File: config.mk
export PLATFORM = sky130hd
export DESIGN_NAME = twiddle_multiplier_flat
export DESIGN_NICKNAME = d
export VERILOG_FILES = /design/src/rtl/fft_pkg.sv /design/src/rtl/twiddle_multiplier_if.sv /design/src/rtl/round_sat.sv /design/src/rtl/twiddle_multiplier.sv /design/src/flat_wrapper.sv
export SDC_FILE = /design/constraint.sdc
export NUM_CORES = 2
export LEC_CHECK = 0
export ABC_AREA = 1
export ABC_CLOCK_PERIOD_IN_PS = 5730
export CORE_MARGIN = 2
export CORE_UTILIZATION = 52
export CTS_CLUSTER_SIZE = 8
export DETAILED_ROUTE_END_ITERATION = 6
export DONT_BUFFER_PORTS = 1
export GPL_TIMING_DRIVEN = 0
export PLACE_DENSITY = 0.7
export SYNTH_ARGS = -nofsm -noshare
export SYNTH_HDL_FRONTEND = slang
export SYNTH_SLANG_ARGS = --single-unit
File: constraint.sdc
create_clock -name clk -period 5.73 [get_ports clk]
set_clock_uncertainty 0.1 [all_clocks]
set_input_delay 0.8595 -clock clk [delete_from_list [all_inputs] [get_ports clk]]
set_output_delay 0.8595 -clock clk [all_outputs]
set_load 0.03 [all_outputs]
File: src/rtl/fft_pkg.sv
// ---------------------------------------------------------------------------
// fft_pkg
// Shared constants for the FFT datapath blocks.
//   WIDTH        : sample component width (signed Q1.(WIDTH-1))
//   FRAC         : fractional bits of the twiddle factor
//   PIPE_LATENCY : accept-to-output latency of twiddle_multiplier in clk
//   SAT_MAX/MIN  : Q1.15 saturation limits
// ---------------------------------------------------------------------------
package fft_pkg;
   localparam int WIDTH        = 16;
   localparam int FRAC         = WIDTH - 1;
   localparam int PIPE_LATENCY = 3;
   localparam logic [15:0] SAT_MAX = 16'h7FFF;
   localparam logic [15:0] SAT_MIN = 16'h8000;
endpackage

File: src/rtl/twiddle_multiplier_if.sv
// ---------------------------------------------------------------------------
// twiddle_multiplier_if
// Valid/ready beat interface of the twiddle multiplier.
//   Upstream   : in_valid/in_ready, a_*_i, b_*_i, w_*_i
//   Downstream : out_valid/out_ready, a_*_o, bw_*_o, ovf_o
//   Status     : ovf_sticky_o, clr_sticky
// slave  = the multiplier side, master = the side feeding/draining it.
// ---------------------------------------------------------------------------
interface twiddle_multiplier_if #(
   parameter int WIDTH = fft_pkg::WIDTH
);
   import fft_pkg::*;

   logic             in_valid;
   logic             in_ready;
   logic [WIDTH-1:0] a_real_i;
   logic [WIDTH-1:0] a_imag_i;
   logic [WIDTH-1:0] b_real_i;
   logic [WIDTH-1:0] b_imag_i;
   logic [WIDTH-1:0] w_real_i;
   logic [WIDTH-1:0] w_imag_i;
   logic             out_valid;
   logic             out_ready;
   logic [WIDTH-1:0] a_real_o;
   logic [WIDTH-1:0] a_imag_o;
   logic [WIDTH-1:0] bw_real_o;
   logic [WIDTH-1:0] bw_imag_o;
   logic             ovf_o;
   logic             ovf_sticky_o;
   logic             clr_sticky;

   modport slave (
      input  in_valid, a_real_i, a_imag_i, b_real_i, b_imag_i, w_real_i, w_imag_i,
      input  out_ready, clr_sticky,
      output in_ready, out_valid, a_real_o, a_imag_o, bw_real_o, bw_imag_o,
      output ovf_o, ovf_sticky_o
   );

   modport master (
      output in_valid, a_real_i, a_imag_i, b_real_i, b_imag_i, w_real_i, w_imag_i,
      output out_ready, clr_sticky,
      input  in_ready, out_valid, a_real_o, a_imag_o, bw_real_o, bw_imag_o,
      input  ovf_o, ovf_sticky_o
   );
endinterface

File: src/rtl/round_sat.sv
// ---------------------------------------------------------------------------
// round_sat
// Rounds a full-precision complex-product sum back to WIDTH bits
// (round half up at bit FRAC) and saturates to the signed WIDTH range.
//   din  : 2*WIDTH+1-bit signed sum of two products
//   dout : WIDTH-bit signed rounded/saturated result
//   ovf  : high when dout was clamped
// ---------------------------------------------------------------------------
module round_sat #(
   parameter int WIDTH = fft_pkg::WIDTH,
   parameter int FRAC  = fft_pkg::FRAC
) (
   input  logic signed [2*WIDTH:0]  din,
   output logic signed [WIDTH-1:0]  dout,
   output logic                     ovf
);
   import fft_pkg::*;

   // One guard bit above din so adding the rounding constant never wraps.
   localparam int EW = 2*WIDTH + 2;
   localparam logic signed [EW-1:0] RND  = {{(EW-1){1'b0}}, 1'b1} << (FRAC-1);
   localparam logic signed [EW-1:0] MAXV = {{(WIDTH+3){1'b0}}, {(WIDTH-1){1'b1}}};
   localparam logic signed [EW-1:0] MINV = {{(WIDTH+3){1'b1}}, {(WIDTH-1){1'b0}}};

   function automatic logic signed [EW-1:0] round_half_up(input logic signed [2*WIDTH:0] v);
      logic signed [EW-1:0] biased;
      biased = $signed({v[2*WIDTH], v}) + RND;
      return biased >>> FRAC;
   endfunction

   // Returns {clamped, value}.
   function automatic logic [WIDTH:0] saturate(input logic signed [EW-1:0] v);
      if (v > MAXV)
         return {1'b1, MAXV[WIDTH-1:0]};
      else if (v < MINV)
         return {1'b1, MINV[WIDTH-1:0]};
      else
         return {1'b0, v[WIDTH-1:0]};
   endfunction

   logic [WIDTH:0] sat;

   assign sat  = saturate(round_half_up(din));
   assign ovf  = sat[WIDTH];
   assign dout = $signed(sat[WIDTH-1:0]);
endmodule

File: src/rtl/twiddle_multiplier.sv
// ---------------------------------------------------------------------------
// twiddle_multiplier
// FFT butterfly twiddle stage: bw = b * w (complex), rounded and saturated,
// with the top operand a carried alongside so both leave together.
// Three-stage pipeline (operands, products, rounded result) governed by a
// single valid chain that freezes as a whole while the output is stalled.
//   clk, rst_n : clock, asynchronous active-low reset
//   bus        : twiddle_multiplier_if.slave (handshakes, operands, results,
//                overflow flags, sticky clear)
// ---------------------------------------------------------------------------
module twiddle_multiplier #(
   parameter int WIDTH = fft_pkg::WIDTH,
   parameter int FRAC  = fft_pkg::FRAC
) (
   input  logic                 clk,
   input  logic                 rst_n,
   twiddle_multiplier_if.slave  bus
);
   import fft_pkg::*;

   localparam int PW = 2*WIDTH;

   function automatic logic signed [PW-1:0] sx_prod(input logic signed [WIDTH-1:0] v);
      return {{WIDTH{v[WIDTH-1]}}, v};
   endfunction

   function automatic logic signed [PW:0] sx_sum(input logic signed [PW-1:0] v);
      return {v[PW-1], v};
   endfunction

   logic                    stall;
   logic                    xfer;
   logic                    vld_p1, vld_p2, vld_p3;
   logic signed [WIDTH-1:0] a_re_p1, a_im_p1, b_re_p1, b_im_p1, w_re_p1, w_im_p1;
   logic signed [WIDTH-1:0] a_re_p2, a_im_p2;
   logic signed [PW-1:0]    rr_p2, ii_p2, ri_p2, ir_p2;
   logic signed [PW:0]      sum_re, sum_im;
   logic signed [WIDTH-1:0] rs_re, rs_im;
   logic                    ovf_re, ovf_im;
   logic signed [WIDTH-1:0] a_re_p3, a_im_p3, bw_re_p3, bw_im_p3;
   logic                    ovf_p3;
   logic                    ovf_sticky;

   // in_ready depends only on the output handshake, never on in_valid.
   assign stall        = vld_p3 & ~bus.out_ready;
   assign bus.in_ready = ~stall;
   assign xfer         = vld_p3 & bus.out_ready;

   assign sum_re = sx_sum(rr_p2) - sx_sum(ii_p2);
   assign sum_im = sx_sum(ri_p2) + sx_sum(ir_p2);

   round_sat #(.WIDTH(WIDTH), .FRAC(FRAC)) u_rs_re (
      .din  (sum_re),
      .dout (rs_re),
      .ovf  (ovf_re)
   );

   round_sat #(.WIDTH(WIDTH), .FRAC(FRAC)) u_rs_im (
      .din  (sum_im),
      .dout (rs_im),
      .ovf  (ovf_im)
   );

   always_ff @(posedge clk or negedge rst_n) begin
      if (!rst_n) begin
         vld_p1   <= 1'b0;
         a_re_p1  <= '0;
         a_im_p1  <= '0;
         b_re_p1  <= '0;
         b_im_p1  <= '0;
         w_re_p1  <= '0;
         w_im_p1  <= '0;
         vld_p2   <= 1'b0;
         a_re_p2  <= '0;
         a_im_p2  <= '0;
         rr_p2    <= '0;
         ii_p2    <= '0;
         ri_p2    <= '0;
         ir_p2    <= '0;
         vld_p3   <= 1'b0;
         a_re_p3  <= '0;
         a_im_p3  <= '0;
         bw_re_p3 <= '0;
         bw_im_p3 <= '0;
         ovf_p3   <= 1'b0;
      end else if (!stall) begin
         // ---- S1: operand capture (bubbles enter as vld_p1 = 0) ----
         vld_p1   <= bus.in_valid;
         a_re_p1  <= bus.a_real_i;
         a_im_p1  <= bus.a_imag_i;
         b_re_p1  <= bus.b_real_i;
         b_im_p1  <= bus.b_imag_i;
         w_re_p1  <= bus.w_real_i;
         w_im_p1  <= bus.w_imag_i;
         // ---- S2: four full-precision partial products ----
         vld_p2   <= vld_p1;
         a_re_p2  <= a_re_p1;
         a_im_p2  <= a_im_p1;
         rr_p2    <= sx_prod(b_re_p1) * sx_prod(w_re_p1);
         ii_p2    <= sx_prod(b_im_p1) * sx_prod(w_im_p1);
         ri_p2    <= sx_prod(b_re_p1) * sx_prod(w_im_p1);
         ir_p2    <= sx_prod(b_im_p1) * sx_prod(w_re_p1);
         // ---- S3: rounded, saturated result ----
         vld_p3   <= vld_p2;
         a_re_p3  <= a_re_p2;
         a_im_p3  <= a_im_p2;
         bw_re_p3 <= rs_re;
         bw_im_p3 <= rs_im;
         ovf_p3   <= vld_p2 & (ovf_re | ovf_im);
      end
   end

   // Set has priority over clear so a coincident overflow is never lost.
   always_ff @(posedge clk or negedge rst_n) begin
      if (!rst_n)
         ovf_sticky <= 1'b0;
      else if (xfer && ovf_p3)
         ovf_sticky <= 1'b1;
      else if (bus.clr_sticky)
         ovf_sticky <= 1'b0;
   end

   assign bus.out_valid    = vld_p3;
   assign bus.a_real_o     = a_re_p3;
   assign bus.a_imag_o     = a_im_p3;
   assign bus.bw_real_o    = bw_re_p3;
   assign bus.bw_imag_o    = bw_im_p3;
   assign bus.ovf_o        = ovf_p3;
   assign bus.ovf_sticky_o = ovf_sticky;
endmodule

File: src/flat_wrapper.sv
// flat-port wrapper written by rule: the top's interface ports become plain ports
module twiddle_multiplier_flat import fft_pkg::*;
#(
   parameter int WIDTH = fft_pkg::WIDTH,
   parameter int FRAC  = fft_pkg::FRAC
)
  (clk, rst_n, bus_in_valid, bus_a_real_i, bus_a_imag_i, bus_b_real_i, bus_b_imag_i, bus_w_real_i, bus_w_imag_i, bus_out_ready, bus_clr_sticky, bus_in_ready, bus_out_valid, bus_a_real_o, bus_a_imag_o, bus_bw_real_o, bus_bw_imag_o, bus_ovf_o, bus_ovf_sticky_o);
  twiddle_multiplier_if #(.WIDTH(WIDTH)) bus_i ();
  input  logic clk;
  input  logic rst_n;
  input wire logic [$bits(bus_i.in_valid)-1:0] bus_in_valid;
  input wire logic [$bits(bus_i.a_real_i)-1:0] bus_a_real_i;
  input wire logic [$bits(bus_i.a_imag_i)-1:0] bus_a_imag_i;
  input wire logic [$bits(bus_i.b_real_i)-1:0] bus_b_real_i;
  input wire logic [$bits(bus_i.b_imag_i)-1:0] bus_b_imag_i;
  input wire logic [$bits(bus_i.w_real_i)-1:0] bus_w_real_i;
  input wire logic [$bits(bus_i.w_imag_i)-1:0] bus_w_imag_i;
  input wire logic [$bits(bus_i.out_ready)-1:0] bus_out_ready;
  input wire logic [$bits(bus_i.clr_sticky)-1:0] bus_clr_sticky;
  output wire logic [$bits(bus_i.in_ready)-1:0] bus_in_ready;
  output wire logic [$bits(bus_i.out_valid)-1:0] bus_out_valid;
  output wire logic [$bits(bus_i.a_real_o)-1:0] bus_a_real_o;
  output wire logic [$bits(bus_i.a_imag_o)-1:0] bus_a_imag_o;
  output wire logic [$bits(bus_i.bw_real_o)-1:0] bus_bw_real_o;
  output wire logic [$bits(bus_i.bw_imag_o)-1:0] bus_bw_imag_o;
  output wire logic [$bits(bus_i.ovf_o)-1:0] bus_ovf_o;
  output wire logic [$bits(bus_i.ovf_sticky_o)-1:0] bus_ovf_sticky_o;
  assign bus_i.in_valid = bus_in_valid;
  assign bus_i.a_real_i = bus_a_real_i;
  assign bus_i.a_imag_i = bus_a_imag_i;
  assign bus_i.b_real_i = bus_b_real_i;
  assign bus_i.b_imag_i = bus_b_imag_i;
  assign bus_i.w_real_i = bus_w_real_i;
  assign bus_i.w_imag_i = bus_w_imag_i;
  assign bus_i.out_ready = bus_out_ready;
  assign bus_i.clr_sticky = bus_clr_sticky;
  assign bus_in_ready = bus_i.in_ready;
  assign bus_out_valid = bus_i.out_valid;
  assign bus_a_real_o = bus_i.a_real_o;
  assign bus_a_imag_o = bus_i.a_imag_o;
  assign bus_bw_real_o = bus_i.bw_real_o;
  assign bus_bw_imag_o = bus_i.bw_imag_o;
  assign bus_ovf_o = bus_i.ovf_o;
  assign bus_ovf_sticky_o = bus_i.ovf_sticky_o;
  twiddle_multiplier #(.WIDTH(WIDTH), .FRAC(FRAC)) u_core (.clk(clk), .rst_n(rst_n), .bus(bus_i));
endmodule
Word-level counts from Yosys, hierarchy flattened
Cells that the tools add are included.
{"block": "word_totals", "elab_cells": 47, "regBits": 325, "in_bits": 101}
{"block": "op_classes", "n_reduce_logical": 2, "order_cmp": 4, "n_mux": 6, "multipliers": 4, "n_bitwise": 6, "n_addsub": 4}
{"operator": "$mul 16x16->32", "n": 4}
{"operator": "$add 33x16->34 const B", "n": 2}
{"operator": "$mux 17", "n": 4}
{"operator": "$gt 19x16->1 const B", "n": 2}
{"operator": "$lt 19x16->1 const B", "n": 2}
{"operator": "$add 32x32->33", "n": 1}
{"operator": "$sub 32x32->33", "n": 1}
{"operator": "$and 1x1->1", "n": 3}
{"operator": "$mux 1", "n": 2}
{"operator": "$not 1->1", "n": 2}
{"operator": "$reduce_bool 2->1", "n": 1}
{"operator": "$logic_and 1x1->1", "n": 1}
{"operator": "$or 1x1->1", "n": 1}

Logic depth before layout (Yosys ltp)
{"block": "depth", "depth_word": 7, "depth_mapped": 29, "ltp_nobuf": 27}

By module
A second synthesis with hierarchy kept.
{"block": "unflattened", "hier_cells": 8257, "area_unflattened_um2": 60709.5}
{"module": "twiddle_multiplier", "area_each_um2": 59363.2, "cells_each": 7999, "n_inst": 1, "seq_area_each_um2": 8132.8}
{"module": "round_sat", "area_each_um2": 673.1, "cells_each": 129, "n_inst": 2, "seq_area_each_um2": 0.0}

Least setup slack after synthesis
Ideal clock, no wire load.
{"block": "synth_path", "kind": "register to register", "from": "register u_core.b_re_p1[15]", "to": "register u_core.rr_p2[26]", "t_arrival_ns": 5.758, "path_slack_ns": -0.246, "setup_time_ns": 0.118, "stages_incl_launch_ff": 22, "path_buffers": 2, "cell_sequence": "dfrtp_1 > clkbuf_1 > clkbuf_1 > nand2_1 > inv_1 > fa_1 > fa_1 > fa_1 > fa_1 > fa_1 > inv_1 > fa_1 > inv_1 > ha_1 > a21o_1 > o21bai_1 > nor2_1 > nand3_1 > a31o_2 > or2_2 > nand3_1 > nand2_1"}
{"block": "synth_between", "elab_chain_len": 1}
{"element": "start: declaration", "line_no": "twiddle_multiplier.sv:34", "rtl": "logic signed [WIDTH-1:0] a_re_p1, a_im_p1, b_re_p1, b_im_p1, w_re_p1, w_im_p1;"}
{"element": "start signal: assignment", "line_no": "twiddle_multiplier.sv:91", "rtl": "b_re_p1 <= bus.b_real_i;"}
{"element": "$mul 16x16->32", "line_no": "twiddle_multiplier.sv:99", "rtl": "rr_p2 <= sx_prod(b_re_p1) * sx_prod(w_re_p1);"}
{"element": "end signal: assignment", "line_no": "twiddle_multiplier.sv:99"}
{"element": "end: declaration", "line_no": "twiddle_multiplier.sv:36", "rtl": "logic signed [PW-1:0] rr_p2, ii_p2, ri_p2, ir_p2;"}
Every way passes these cells.
A chain may end at the register's enable or synchronous reset.

Worst setup path after layout
{"block": "layout_path", "from": "register u_core.b_im_p1[15]", "to": "register u_core.ii_p2[27]"}
{"block": "layout_between", "elab_chain_len": 1}
{"element": "start: declaration", "line_no": "twiddle_multiplier.sv:34"}
{"element": "start signal: assignment", "line_no": "twiddle_multiplier.sv:92", "rtl": "b_im_p1 <= bus.b_imag_i;"}
{"element": "$mul 16x16->32", "line_no": "twiddle_multiplier.sv:100", "rtl": "ii_p2 <= sx_prod(b_im_p1) * sx_prod(w_im_p1);"}
{"element": "end signal: assignment", "line_no": "twiddle_multiplier.sv:100"}
{"element": "end: declaration", "line_no": "twiddle_multiplier.sv:36"}
Every way passes these cells.

==> run_results.csv <==
group,metric,value,unit
outcome,status,"finished with violations",
outcome,violations,"design-rule violations, negative hold slack, max-capacitance violations, max-slew violations, negative setup slack",
logic_synthesis,ys_seq_area_frac,0.141,
floorplan,io_pins,169,
drt,first_pass_iters,7,
placement,dp_hpwl,171,mm
critical_path,critPathRequiredTime,6.13,ns
sta,slew_headroom,-0.0341,
logic_synthesis,synth_edf_count,0,
logic_synthesis,syn_area,0.0576,sq mm
clocking,cts_sinks,325,
sta,worst_pin_slew,1.55,ns
floorplan,dieArea,0.113,sq mm
drt,vias_per_cell,5.45,
grt,gr-usage-all-layers,0.389,
floorplan,rows,122,
grt,grt_pass1_wl,320,mm
sta,max_freq,161,MHz
sta,hold_viol,63,
layout,area_growth,21.8,%
grt,met3_usage,0.131,
floorplan,dieWidth,337,um
sta,setup_viol,63,
min_path,hold_path.class,"input pin to async pin",
placement,gp_congestion,1.11,
logic_synthesis,async_reset_ff_frac,1.00,
critical_path,cpPeakStageDelay,0.66,ns
logic_synthesis,yosysTopAreaCell,"fa_1",
clocking,clk_pin_slew,0.07,ns
floorplan,coreArea,0.110,sq mm
layout,stdcell_count,9233,
placement,portBuffers,0,
critical_path,path_cells,"buf_8 -> clkbuf_16 -> nand2_8 -> inv_4 -> fa_2 -> fa_2 -> fa_1 -> fa_1 -> fa_1 -> inv_2 -> fa_2 -> inv_2 -> ha_4 -> buf_6 -> a21oi_4 -> o21ai_4 -> a21oi_2 -> nand3_2 -> nand2_1 -> nand2_2 -> buf_4 -> or2_4 -> nand3_4 -> o21ai_2",
clocking,cts_tree,"built",
grt,busiest_layer,"met2",
logic_synthesis,synth-main-ff-cell,"dfrtp_1",
logic_synthesis,yosys_register_bits,325,
logic_synthesis,synth_nets,8986,
logic_synthesis,synthCells,7385,
critical_path,r2r-start,"u_core.b_im_p1[15]",
placement,place_area,0.0595,sq mm
sta,rsz0062_at_grt,"yes",
critical_path,reg2reg_depth,24,
critical_path,r2r_slack,-0.47,ns
grt,grt_max_degree,326,
critical_path,path_delay_family,"adder cells",
drt,vias,50300,
clocking,clk-insertion-delay-late,0.67,ns
layout,finalNetCount,9327,
grt,grt_util_met2,0.569,
critical_path,path_buf_inv,7,
layout,final_util,0.636,
clocking,htreeDepth,2,
clocking,tritoncts.num_buffers,49,
grt,use_met1,0.507,
critical_path,crit_type,"flop to flop",
critical_path,startpoint_type,"flop",
drt,routedWlPerCell,23.9,um
grt,antenna_found_initial,10,
placement,placed_cells,8873,
layout,stdcell_area,0.0701,sq mm
floorplan,initial_utilization,0.523,
sta,period_needed,6.20,ns
job,maxCapViolCount,2,
layout,drive_gt1_frac,0.203,
clocking,clockBufferDepth,3,
grt,grt_pass1_vias,50500,
logic_synthesis,synthTopCellsByCount,"nand2_1 (2129), inv_1 (1958), fa_1 (1048), ha_1 (452), dfrtp_1 (325)",
floorplan,die_h,337,um
logic_synthesis,synth_top_area_frac,0.364,
logic_synthesis,ys_top_cells_by_area,"fa_1 (36%), dfrtp_1 (14%), nand2_1 (14%)",
drt,drt_iter0_markers,4976,
sta,worst_slack,-0.475,ns
logic_synthesis,syn_area_per_cell,7.80,sq um
critical_path,slowest_stage,"fa_2",
grt,grt_overflow_total,0,
critical_path,cp-end-kind,"flop",
drt,antenna_left,0,
critical_path,reg2reg_to,"u_core.ii_p2[27]",
logic_synthesis,ys_warn_count,0,
clocking,root_buffer,"clkbuf_16",
sta,fin_crit_sh,1.08,
sta,slew_violations,11,
drt,wirelength,221,mm
logic_synthesis,synth.most_common_cell,"nand2_1",
sta,hold_ws,-0.146,ns
critical_path,path_max_fanout,7,
logic_synthesis,yosysUniqueCellTypes,49,
critical_path,arrival,6.61,ns
drt,drc,7,
[registers in the layout, indices dropped and copies added (netlist names), 32 cells and up]
| signal | flops |
|---|---|
| u_core.ir_p2 | 32 |
| u_core.rr_p2 | 32 |
| u_core.ri_p2 | 32 |
| u_core.ii_p2 | 32 |
[worst reg2reg max path, stage by stage (launching register included)]
cell	delay (ns)
dfrtp_2	0.51
buf_8	0.21
clkbuf_16	0.19
nand2_8	0.08
inv_4	0.04
fa_2	0.66
fa_2	0.50
fa_1	0.59
fa_1	0.48
fa_1	0.52
inv_2	0.04
fa_2	0.58
inv_2	0.06
ha_4	0.25
buf_6	0.13
a21oi_4	0.16
o21ai_4	0.07
a21oi_2	0.14
nand3_2	0.10
nand2_1	0.08
nand2_2	0.06
buf_4	0.13
or2_4	0.23
nand3_4	0.08
o21ai_2	0.07
[final cells by class]
class                           count  area, sq um
Inverter                         1964         7440
Sequential cell                   325         8210
Fill cell                        9388        40100
Clock inverter                      8          180
Clock buffer                       55         1280
Timing Repair Buffer              350         3160
Tap cell                         1488         1860
Buffer                            258         2810
Multi-Input combinational cell   4778        45200
Antenna cell                        7         17.5
[stage by stage]
stage | hold WS [ns] | setup TNS [ns] | setup slack [ns]
finish | -0.146 | -16.20 | -0.475
global route | -0.163 | -23.37 | -0.561
floorplan | 0.342 | -0.0499 | -0.0499
global placement | 0.356 | -128.30 | -2.43
CTS | -0.213 | -9.41 | -0.358
detailed placement | 0.359 | -129.18 | -2.46
[cells by family (layout without fill, tap and decap cells)]
family,after synthesis,count (layout),share of synthesized area
AND/OR/NAND/NOR,2669,2669,0.182
buffers and inverters,2282,2635,0.149
adder cells (fa/ha/maj),1500,1500,0.462
AO/OA/AOI/OAI,511,511,0.0497
flip-flops,325,325,0.141
XOR/XNOR,98,98,0.0149
other,0,7,0
[what timing repair did]
action                                 in CTS  in global routing
endpoints found under the hold margin     325                254
resized for setup                        1281                641
setup endpoints to repair                  95                 83
cloned                                      3                  3
setup buffers                             178                176
pin swaps                                 234                443
[routing by layer]
layer / routed length, um / up-vias / share of wire
met2: 92700 / 2807 / 0.42
met3: 28100 / 657 / 0.13
li1: - / 22000 / -
met1: 83400 / 24900 / 0.38
met5: 92 / - / 0.00042
met4: 16300 / 6 / 0.074
[cells in the final DEF, fill, tap and decap left out, types with 86 or more instances in the layout]
cell | Yosys | routed
nand2_1 | 2129 | 1979
inv_1 | 1958 | 1776
fa_1 | 1048 | 942
ha_1 | 452 | 362
dfrtp_1 | 325 | 273
buf_4 | 0 | 269
nor2_1 | 264 | 228
inv_2 | 4 | 167
o21ai_0 | 213 | 139
fa_2 | 0 | 106
a21oi_1 | 179 | 99
nand2_2 | 10 | 92
ha_4 | 0 | 86
[worst max-delay path by stage]
stage	end	slack (ns)	start	cells past startpoint
6_report	u_core.ii_p2[27]	-0.47	u_core.b_im_p1[15]	24
5_1_grt	u_core.ir_p2[31]	-0.56	u_core.b_im_p1[15]	23
3_5_place_dp	u_core.ir_p2[26]	-2.46	u_core.w_re_p1[15]	24
4_1_cts	u_core.ir_p2[31]	-0.36	u_core.w_re_p1[5]	27
3_3_place_gp	u_core.ir_p2[26]	-2.43	u_core.w_re_p1[15]	24
2_1_floorplan	u_core.rr_p2[26]	-0.05	u_core.b_re_p1[15]	21
Power is left out: the tool's default activity adds up to more than one toggle a clock period on the data nets, which glitch-free logic cannot reach.
